## config.mk

```make
export PLATFORM = sky130hd
export DESIGN_NAME = alu_share_arbiter
export DESIGN_NICKNAME = d
export VERILOG_FILES = /design/src/rtl/alu_pkg.sv /design/src/rtl/alu_8bit.sv /design/src/rtl/alu_share_arbiter.sv
export SDC_FILE = /design/constraint.sdc
export NUM_CORES = 1
export LEC_CHECK = 0
export ABC_AREA = 1
export CAP_MARGIN = 10
export CORE_MARGIN = 2
export CORE_UTILIZATION = 35
export DETAILED_ROUTE_END_ITERATION = 16
export REMOVE_ABC_BUFFERS = 1
export SYNTH_ARGS = -nofsm -noshare
export SYNTH_HDL_FRONTEND = slang
export SYNTH_SLANG_ARGS = --single-unit
```

## constraint.sdc

```tcl
create_clock -name clk -period 4.8 [get_ports clk]
set_input_delay 1.2 -clock clk [delete_from_list [all_inputs] [get_ports clk]]
set_output_delay 1.2 -clock clk [all_outputs]
set_load 0.1 [all_outputs]
```

## src/rtl/alu_pkg.sv

```systemverilog
// Shared constants for the shared-ALU arbiter: widths, opcodes, FSM states.
// Latency: n/a (package only).
// Backpressure: n/a (package only).
package alu_pkg;

    localparam int DATA_W = 8;
    localparam int OP_W   = 3;
    localparam int RES_W  = DATA_W + 1;

    localparam logic [OP_W-1:0] OP_AND = 3'b000;
    localparam logic [OP_W-1:0] OP_OR  = 3'b001;
    localparam logic [OP_W-1:0] OP_ADD = 3'b010;
    localparam logic [OP_W-1:0] OP_SUB = 3'b011;
    localparam logic [OP_W-1:0] OP_XOR = 3'b100;
    localparam logic [OP_W-1:0] OP_NOT = 3'b101;
    localparam logic [OP_W-1:0] OP_INC = 3'b110;
    localparam logic [OP_W-1:0] OP_DEC = 3'b111;

    typedef enum logic [1:0] {
        S_IDLE = 2'd0,
        S_EXEC = 2'd1,
        S_RESP = 2'd2
    } state_e;

endpackage

```

## src/rtl/alu_8bit.sv

```systemverilog
// Combinational 8-bit ALU; bit 8 of the result carries the carry/borrow.
// Latency: 0 cycles (pure combinational).
// Backpressure: none; output follows inputs.
module alu_8bit
    import alu_pkg::*;
(
    input  logic [DATA_W-1:0] a_i,
    input  logic [DATA_W-1:0] b_i,
    input  logic [OP_W-1:0]   sel_i,
    output logic [RES_W-1:0]  result_o
);

    // Decode the opcode; the 3-bit space is fully used so no illegal codes exist.
    always_comb begin
        result_o = '0;
        case (sel_i)
            OP_AND:  result_o = {1'b0, a_i & b_i};
            OP_OR:   result_o = {1'b0, a_i | b_i};
            OP_ADD:  result_o = {1'b0, a_i} + {1'b0, b_i};
            OP_SUB:  result_o = {1'b0, a_i} - {1'b0, b_i};
            OP_XOR:  result_o = {1'b0, a_i ^ b_i};
            OP_NOT:  result_o = {1'b0, ~a_i};
            OP_INC:  result_o = {1'b0, a_i} + 9'd1;
            OP_DEC:  result_o = {1'b0, a_i} - 9'd1;
            default: result_o = '0;
        endcase
    end

endmodule

```

## src/rtl/alu_share_arbiter.sv

```systemverilog
// Round-robin share of one alu_8bit between two valid/ready requesters.
// Latency: accept edge T, response valid from T+2; at least 3 cycles per transaction.
// Backpressure: holds the response (and refuses new requests) until the winner's rsp_ready.
module alu_share_arbiter
    import alu_pkg::*;
(
    input  logic              clk,
    input  logic              rst_n,
    input  logic              req0_valid,
    output logic              req0_ready,
    input  logic [DATA_W-1:0] req0_a,
    input  logic [DATA_W-1:0] req0_b,
    input  logic [OP_W-1:0]   req0_sel,
    output logic              rsp0_valid,
    input  logic              rsp0_ready,
    output logic [RES_W-1:0]  rsp0_result,
    input  logic              req1_valid,
    output logic              req1_ready,
    input  logic [DATA_W-1:0] req1_a,
    input  logic [DATA_W-1:0] req1_b,
    input  logic [OP_W-1:0]   req1_sel,
    output logic              rsp1_valid,
    input  logic              rsp1_ready,
    output logic [RES_W-1:0]  rsp1_result,
    output logic              busy,
    output logic              grant_id
);

    state_e              state_q;
    logic [DATA_W-1:0]   a_q;
    logic [DATA_W-1:0]   b_q;
    logic [OP_W-1:0]     sel_q;
    logic                grant_q;
    logic                last_grant_q;
    logic [RES_W-1:0]    res_q;
    logic                rsp0_valid_q;
    logic                rsp1_valid_q;
    logic                busy_q;
    logic [RES_W-1:0]    alu_res;

    logic                winner;
    logic                accept;
    logic                rsp_done;

    // Pick the requester: the lone valid one, or the port that did not win last time.
    always_comb begin
        winner   = (req0_valid && req1_valid) ? ~last_grant_q : req1_valid;
        // Gating with rst_n keeps both readies low while reset is held.
        accept   = rst_n && (state_q == S_IDLE) && (req0_valid || req1_valid);
        rsp_done = grant_q ? (rsp1_valid_q && rsp1_ready) : (rsp0_valid_q && rsp0_ready);
    end

    // The accept pulse is combinational so the requester sees it in the cycle it is taken.
    assign req0_ready  = accept && !winner;
    assign req1_ready  = accept &&  winner;

    assign rsp0_valid  = rsp0_valid_q;
    assign rsp1_valid  = rsp1_valid_q;
    assign rsp0_result = rsp0_valid_q ? res_q : '0;
    assign rsp1_result = rsp1_valid_q ? res_q : '0;
    assign busy        = busy_q;
    assign grant_id    = grant_q;

    alu_8bit u_alu (
        .a_i      (a_q),
        .b_i      (b_q),
        .sel_i    (sel_q),
        .result_o (alu_res)
    );

    // Transaction FSM: capture operands on accept, execute, then hold the response.
    always_ff @(posedge clk or negedge rst_n) begin
        if (!rst_n) begin
            state_q      <= S_IDLE;
            a_q          <= '0;
            b_q          <= '0;
            sel_q        <= '0;
            grant_q      <= 1'b0;
            last_grant_q <= 1'b1;
            res_q        <= '0;
            rsp0_valid_q <= 1'b0;
            rsp1_valid_q <= 1'b0;
            busy_q       <= 1'b0;
        end else begin
            case (state_q)
                S_IDLE: begin
                    if (accept) begin
                        state_q <= S_EXEC;
                        grant_q <= winner;
                        busy_q  <= 1'b1;
                        a_q     <= winner ? req1_a   : req0_a;
                        b_q     <= winner ? req1_b   : req0_b;
                        sel_q   <= winner ? req1_sel : req0_sel;
                    end
                end
                S_EXEC: begin
                    state_q <= S_RESP;
                    res_q   <= alu_res;
                    if (grant_q) begin
                        rsp1_valid_q <= 1'b1;
                    end else begin
                        rsp0_valid_q <= 1'b1;
                    end
                end
                S_RESP: begin
                    if (rsp_done) begin
                        state_q      <= S_IDLE;
                        last_grant_q <= grant_q;
                        rsp0_valid_q <= 1'b0;
                        rsp1_valid_q <= 1'b0;
                        busy_q       <= 1'b0;
                    end
                end
                default: begin
                    state_q <= S_IDLE;
                end
            endcase
        end
    end

endmodule

```

* After elaboration in Yosys (flattened, before gate mapping)
Index checks and enable logic that the tools add are counted.
Cells by class: add/sub/neg operators 4, equal/unequal tests 13, muxes and demuxes 18, bitwise logic cells 5, reductions and logical operators 19
Operator list (count):
- case mux 9 bit (8 select lines) | 1
- 2-to-1 mux 9 bit | 2
- 2-to-1 mux 8 bit | 2
- == test 3 bit (second input constant) | 4
- adder 8 x 1 -> 9 bit (second input constant) | 1
- adder 8 x 8 -> 9 bit | 1
- AND reduction 3 bit | 3
- subtractor 8 x 1 -> 9 bit (second input constant) | 1
- subtractor 8 x 8 -> 9 bit | 1
- AND 8 bit | 1
- inequality test 2 bit (second input constant) | 4
- NOT 8 bit | 1
- OR 8 bit | 1
- bitwise XOR 8 bit | 1
- logical AND 1 bit | 7
- == test 3 x 2 -> 1 bit (second input constant) | 2
- 2-to-1 mux 1 bit | 6
- case mux 1 bit (2 select lines) | 3
- case mux 2 bit (3 select lines) | 1
- AND reduction 2 bit | 3
- 2-to-1 mux 2 bit | 2
- nonzero test 2 bit | 2
- == test 3 x 1 -> 1 bit (second input constant) | 1
- zero test 3 bit | 1
- 7 further kinds | 7
Word-level totals: flip-flop bits (word level) 35, input port bits 44, output and inout bits 24, word-level logic and storage cells 69

* Longest topological paths before layout
depth after elaboration 5, depth in mapped cells 16, depth with buffers taken out 16

* Modules after synthesis
Synthesis repeated with hierarchy kept, for this count alone.
Second synthesis, totals: cells, all modules 478, area total of the unflattened synthesis 3036.7 um2
Modules (own cells, without submodules):
- alu_share_arbiter | instances 1, cells an instance 264, area an instance 1814.2 um2, sequential area each 877.1 um2
- alu_8bit | instances 1, cells an instance 214, area an instance 1222.4 um2, sequential area each 0.0 um2

* Least setup slack after synthesis
OpenSTA, ideal clock, no wires.
kind input -> output, start point input rst_n, end point output req0_ready, data arrival time 1.930 ns, data required time 3.600 ns, slack 1.670 ns, cell stages on the path 5, path buffers 1, cell sequence inv_1 -> nor2_1 -> nand3_2 -> a21oi_2 -> buf_4
Between the ends: longest elaborated chain between the ends 3
Ends and longest elaborated chain:
- start: declaration | RTL line alu_share_arbiter.sv:8 | input logic rst_n,
- logical AND 1 bit (2 in a row) | RTL line alu_share_arbiter.sv:49 | accept = rst_n && (state_q == S_IDLE) && (req0_valid || req1_valid);
- logical AND 1 bit | RTL line alu_share_arbiter.sv:54 | assign req0_ready = accept && !winner;
- end: declaration | RTL line alu_share_arbiter.sv:10 | output logic req0_ready,
Every way passes these cells.

* Worst setup path after layout
start point input req1_valid, end point output req0_ready
Between the ends: longest elaborated chain between the ends 4, elaborated cells between the ends (all ways) 6, classes of those cells 1 x mux; 5 x reduce/logical
Ends and longest elaborated chain:
- start: declaration | RTL line alu_share_arbiter.sv:17 | input logic req1_valid,
- logical AND 1 bit | RTL line alu_share_arbiter.sv:47 | winner = (req0_valid && req1_valid) ? ~last_grant_q : req1_valid;
- 2-to-1 mux 1 bit | RTL line alu_share_arbiter.sv:47
- zero test 1 bit | RTL line alu_share_arbiter.sv:54
- logical AND 1 bit * | RTL line alu_share_arbiter.sv:54
Mark *: on every way between the ends. The rest lies on a longest branch, timed or not.

==> reports/qor.yml <==
ctsResizeCount: 0
grt_first_pass_wirelength_um: 11800
h-tree-depth: 2
drtPass1Iterations: 4
synth-compound-area-share: 0.154
drv_slew: 0
cp.arrival_ps: 2650
gp_congestion: 0.879
die_area_sq_mm: 0.00864
grt_util_all_layers: 0.171
antenna_found_initial: 0
cp_max_fo: 20
tns_ps: 0
ctsHoldBuffers: 0
synth_top_area_frac: 0.307
r2r-end: "res_q[8]"
drt_iter0_markers: 111
grt_max_degree: 36
port_buffers: 67
yosysSeqAreaShare: 0.317
finClkSkew_ps: 5.21
rr_startpoint: "sel_q[1]"
status: "finished, final reports clean"
cts_tree: "yes"
clk_pin_slew_ps: 70
syn_inst: 400
via_count: 2618
cts_root_buf: "clkbuf_8"
fp.dieW_um: 92.9
worst_hold_slack_ps: 489
numCtsBuffers: 5
setup_slack_ps: 946
synthesis.area_sq_mm: 0.00277
worst_slew_pin_slew_ps: 965
synth_warnings: 0
synth-edff-count: 0
hold_path.class: "flop to flop"
postRouteAntennaNets: 0
core_area_sq_mm: 0.00769
fin_crit_ps: 3850
initial_utilization: 0.360
diodes: 0
clock.fmax_mhz: 259
dpl_worst_slack_ps: 932
post-dp-hpwl_um: 5420
yosys-mux-area-fraction: 0
finalHoldViolCount: 0
die_h_um: 92.9
setup_violations: 0
synth_commonest_cells: "nand2_1, inv_1, dfrtp_1"
worstHoldPathCells: 2
min-delay-start: "busy"
ys_types: 32
row_count: 32
end_kind: "output pin"
ioPinCount: 68
period_share: 0.803
cts_sinks: 35
synth_most_common_cell: "nand2_1"
overflow: 0
synth_top_area_cell: "dfrtp_1"
drive_gt1_frac: 0.0494
viasPerCell: 4.61
maxCapViolCount: 0
ys_top_cells_by_area: "dfrtp_1, nand2_1, ha_1, inv_1, o211ai_1"
nNetsFinal: 535
drc: 0
syn2layout_area_growth_pct: 31.8
synth_seq_cells: 35
crit_type: "primary input to output pin"
rrSetupSlack_ps: 2220
relSlewSlack: 0.355
crit_required_ps: 3600
drt_wl_total_um: 6990
min_to: "busy"
cts_setup_buffers: 0
ys.flop_type: "dfrtp_1"
wl_per_cell_um: 12.3
clock_latency_ps: 290
avgSynthCellArea_sq_um: 6.92
startpoint_type: "primary input"
async_flop_share: 1.00
synth_top_family_by_area: "simple AND/OR/NAND/NOR gates"
synthSimpleGateAreaFrac: 0.291
grt_setup_unrepaired: "no"
synthAdderAreaFrac: 0.120
clockBufferDepth: 2
r2r_cells: 13
grt_pass1_vias: 2433
synth_xor_area_frac: 0.00633
==> cell usage in the layout (no fill, tap or decap), types with 3 or more instances in the layout <==
master           instances
a21oi_1                  9
buf_4                    3
clkbuf_8                 6
clkdlybuf4s50_1         65
dfrtp_1                 34
ha_1                    25
inv_1                   62
nand2_1                131
nand3_1                 18
nor2_1                  29
o211ai_1                22
o21ai_0                 32
==> stage by stage <==
step	area, sq um	util	instances
floorplan	2690	-	388
global placement	3530	0.459	560
detailed placement	3530	0.459	560
CTS	3650	0.475	568
global route	3650	0.475	568
finish	3650	0.475	568
==> worst max-delay path by stage <==
stage | from | endpoint | slack (ps) | cells after the start
global route | rst_n | req0_ready | 810 | 7
CTS | rst_n | req0_ready | 940 | 7
global placement | req1_valid | req0_ready | 990 | 7
finish | req1_valid | req0_ready | 950 | 7
detailed placement | req1_valid | req0_ready | 930 | 7
floorplan | rst_n | req1_ready | 340 | 4
==> final cells by class <==
| class | instances | area (sq um) |
|---|---|---|
| clock buffers | 6 | 82.6 |
| fillers | 807 | 4040 |
| inverters | 62 | 233 |
| clock inverters | 2 | 35.0 |
| repair buffers | 70 | 713 |
| multi-input cells | 291 | 1580 |
| flip-flops and latches | 35 | 877 |
| well taps | 102 | 128 |
==> layer usage <==
metal / GRT usage / up-vias / wire length (um)
met5: 0 / - / 0
met4: 0.0441 / 0 / 103
met3: 0.0260 / 10 / 301
met2: 0.289 / 74 / 3270
met1: 0.229 / 1127 / 3320
li1: - / 1407 / -
==> worst max-delay path, cell delays in order <==
cell and delay [ps]:
clkdlybuf4s50_1 510, nor2_1 60, nor2_1 120, nand3_2 130, a21oi_2 150, buf_4 260
buf_12 210
==> kinds of logic after synthesis <==
logic type / count (synthesis)
and+or+nand+nor: 192
buffers and inverters: 74
AOI/OAI and AO/OA: 71
DFF: 35
adders and majority gates: 26
xor gates and xnor gates: 2
==> state kept, by name, summed over array words and instances, names as in the netlist <==
name	flops
res_q	9
a_q	8
b_q	8
sel_q	3
state_q	2
busy	1
grant_id	1
last_grant_q	1
rsp0_valid	1
rsp1_valid	1
Power is left out: the tool's default activity adds up to more than one toggle a clock period on the data nets, which glitch-free logic cannot reach.
==> edit (same flow settings) <==
Remove the case item `OP_SUB` of the case on `sel_i`.
--- a/src/rtl/alu_8bit.sv
+++ b/src/rtl/alu_8bit.sv
@@ -17,7 +17,6 @@
             OP_AND:  result_o = {1'b0, a_i & b_i};
             OP_OR:   result_o = {1'b0, a_i | b_i};
             OP_ADD:  result_o = {1'b0, a_i} + {1'b0, b_i};
-            OP_SUB:  result_o = {1'b0, a_i} - {1'b0, b_i};
             OP_XOR:  result_o = {1'b0, a_i ^ b_i};
             OP_NOT:  result_o = {1'b0, ~a_i};
             OP_INC:  result_o = {1'b0, a_i} + 9'd1;
Check against the original RTL: not equivalent (Yosys sat finds a counterexample within 4 cycles, from zero or initial values and one cycle with rst_n low).
==> edit against the unedited design <==
Sequential share of layout area is 0.058 points lower. Routed wire length fell by 6.6%. First-iteration DRC count is 32% lower. Register-to-register slack about the same. Design area is 0.24% higher. Clock skew hardly changed. Highest routed layer unchanged. Sequential cell count did not move. Area after synthesis is 0.23% higher. Fmax hardly changed. Worst setup slack better by 0.00098 ns. Non-clock buffer count unchanged.
==> edit: results (changes against the unedited design) <==
Outcome
  • Status: finished, final reports clean

GRT
  • M1 GR Usage: 21.5% (-1.4 points)
  • M3 GR Usage: 3.22% (+0.62 points)
  • First-pass GRT wire length: 11300 um (-4.0%)
  • Vias in the first global route: 2487 (+2.2%)

Place
  • Pre-CTS setup slack: 0.928 ns (-0.00389 ns)
  • DP Wirelength: 5340 um (-1.4%)
  • Placed cell count: 580 (+3.6%)
  • GPL Wtd Cong: 0.857 (-2.5%)

Yosys
  • Mapped Cells: 416 (+4.0%)
  • Ranking of synthesized cells by area: dfrtp_1 31%, nand2_1 22%, ha_1 12%
  • Seq/Total Area, Yosys: 31.6% (-0.071 points)
  • Commonest cells in the netlist: 162 x nand2_1, 64 x inv_1, 34 x dfrtp_1

Timing
  • Worst Clk Skew: 0.00556 ns (+0.000348 ns)
  • Setup ws final: 0.947 ns (+0.000975 ns)
  • WHS: 0.501 ns (+0.0123 ns)
  • Slew headroom: 35.4% (-0.045 points)

Critical path
  • CP Capture Point: req1_ready
  • Worst Reg-to-Reg Cells: 11 (-2)

Cells and area
  • Post-route insts no fill: 588 (+3.5%)
  • Proportion of layout cells with a drive suffix above 1: 5.56% (+0.62 points)
  • Sequential share of cell area: 24.0% (-0.058 points)
  • Clkbuf count: 5 (-1)
  • Data buffer area share: 19.5% (-0.047 points)
  • Post-layout util: 47.6% (+0.11 points)
  • Nets@finish: 556 (+3.9%)
  • Area of the multi-input gates: 1600 um2 (+1.3%)
  • Non-clk invs: 68 (+9.7%)

Drt
  • Vias after detailed routing: 2682 (+2.4%)
  • Iter 0 DRT Violations: 75 (-32%)
  • Drt wl/cell: 11.1 um (-9.7%)
-- edit: cell types whose count changed after synthesis, moves of 4 or more --
| cell | change |
|---|---|
| nand3_1 | +4 |
| o21ai_0 | -15 |
| nand3b_1 | +4 |
| a21oi_1 | -4 |
| nand2_1 | +31 |
| nor2_2 | +4 |
-- edit: worst max-delay path, stage by stage --
cell	delay [ns]
clkdlybuf4s50_1	0.51
nor2_1	0.06
nor2_1	0.09
nand3_1	0.16
nor2_1	0.40
buf_12	0.23
-- edit: cells by family after synthesis --
kind of cell             count (synthesis)  synth area share, %
AO/OA/AOI/OAI                           44                 9.83
XOR/XNOR                                 3                0.947
adder cells (fa/ha/maj)                 27                 12.4
buffers and inverters                   76                 10.7
flip-flops                              35                 31.6
AND/OR/NAND/NOR                        231                 34.4
-- edit: metal layers --
metal	up-vias	part of all wire, %
li1	1429	-
met1	1168	48
met2	74	44
met3	11	4.6
met4	0	3.0
met5	-	0
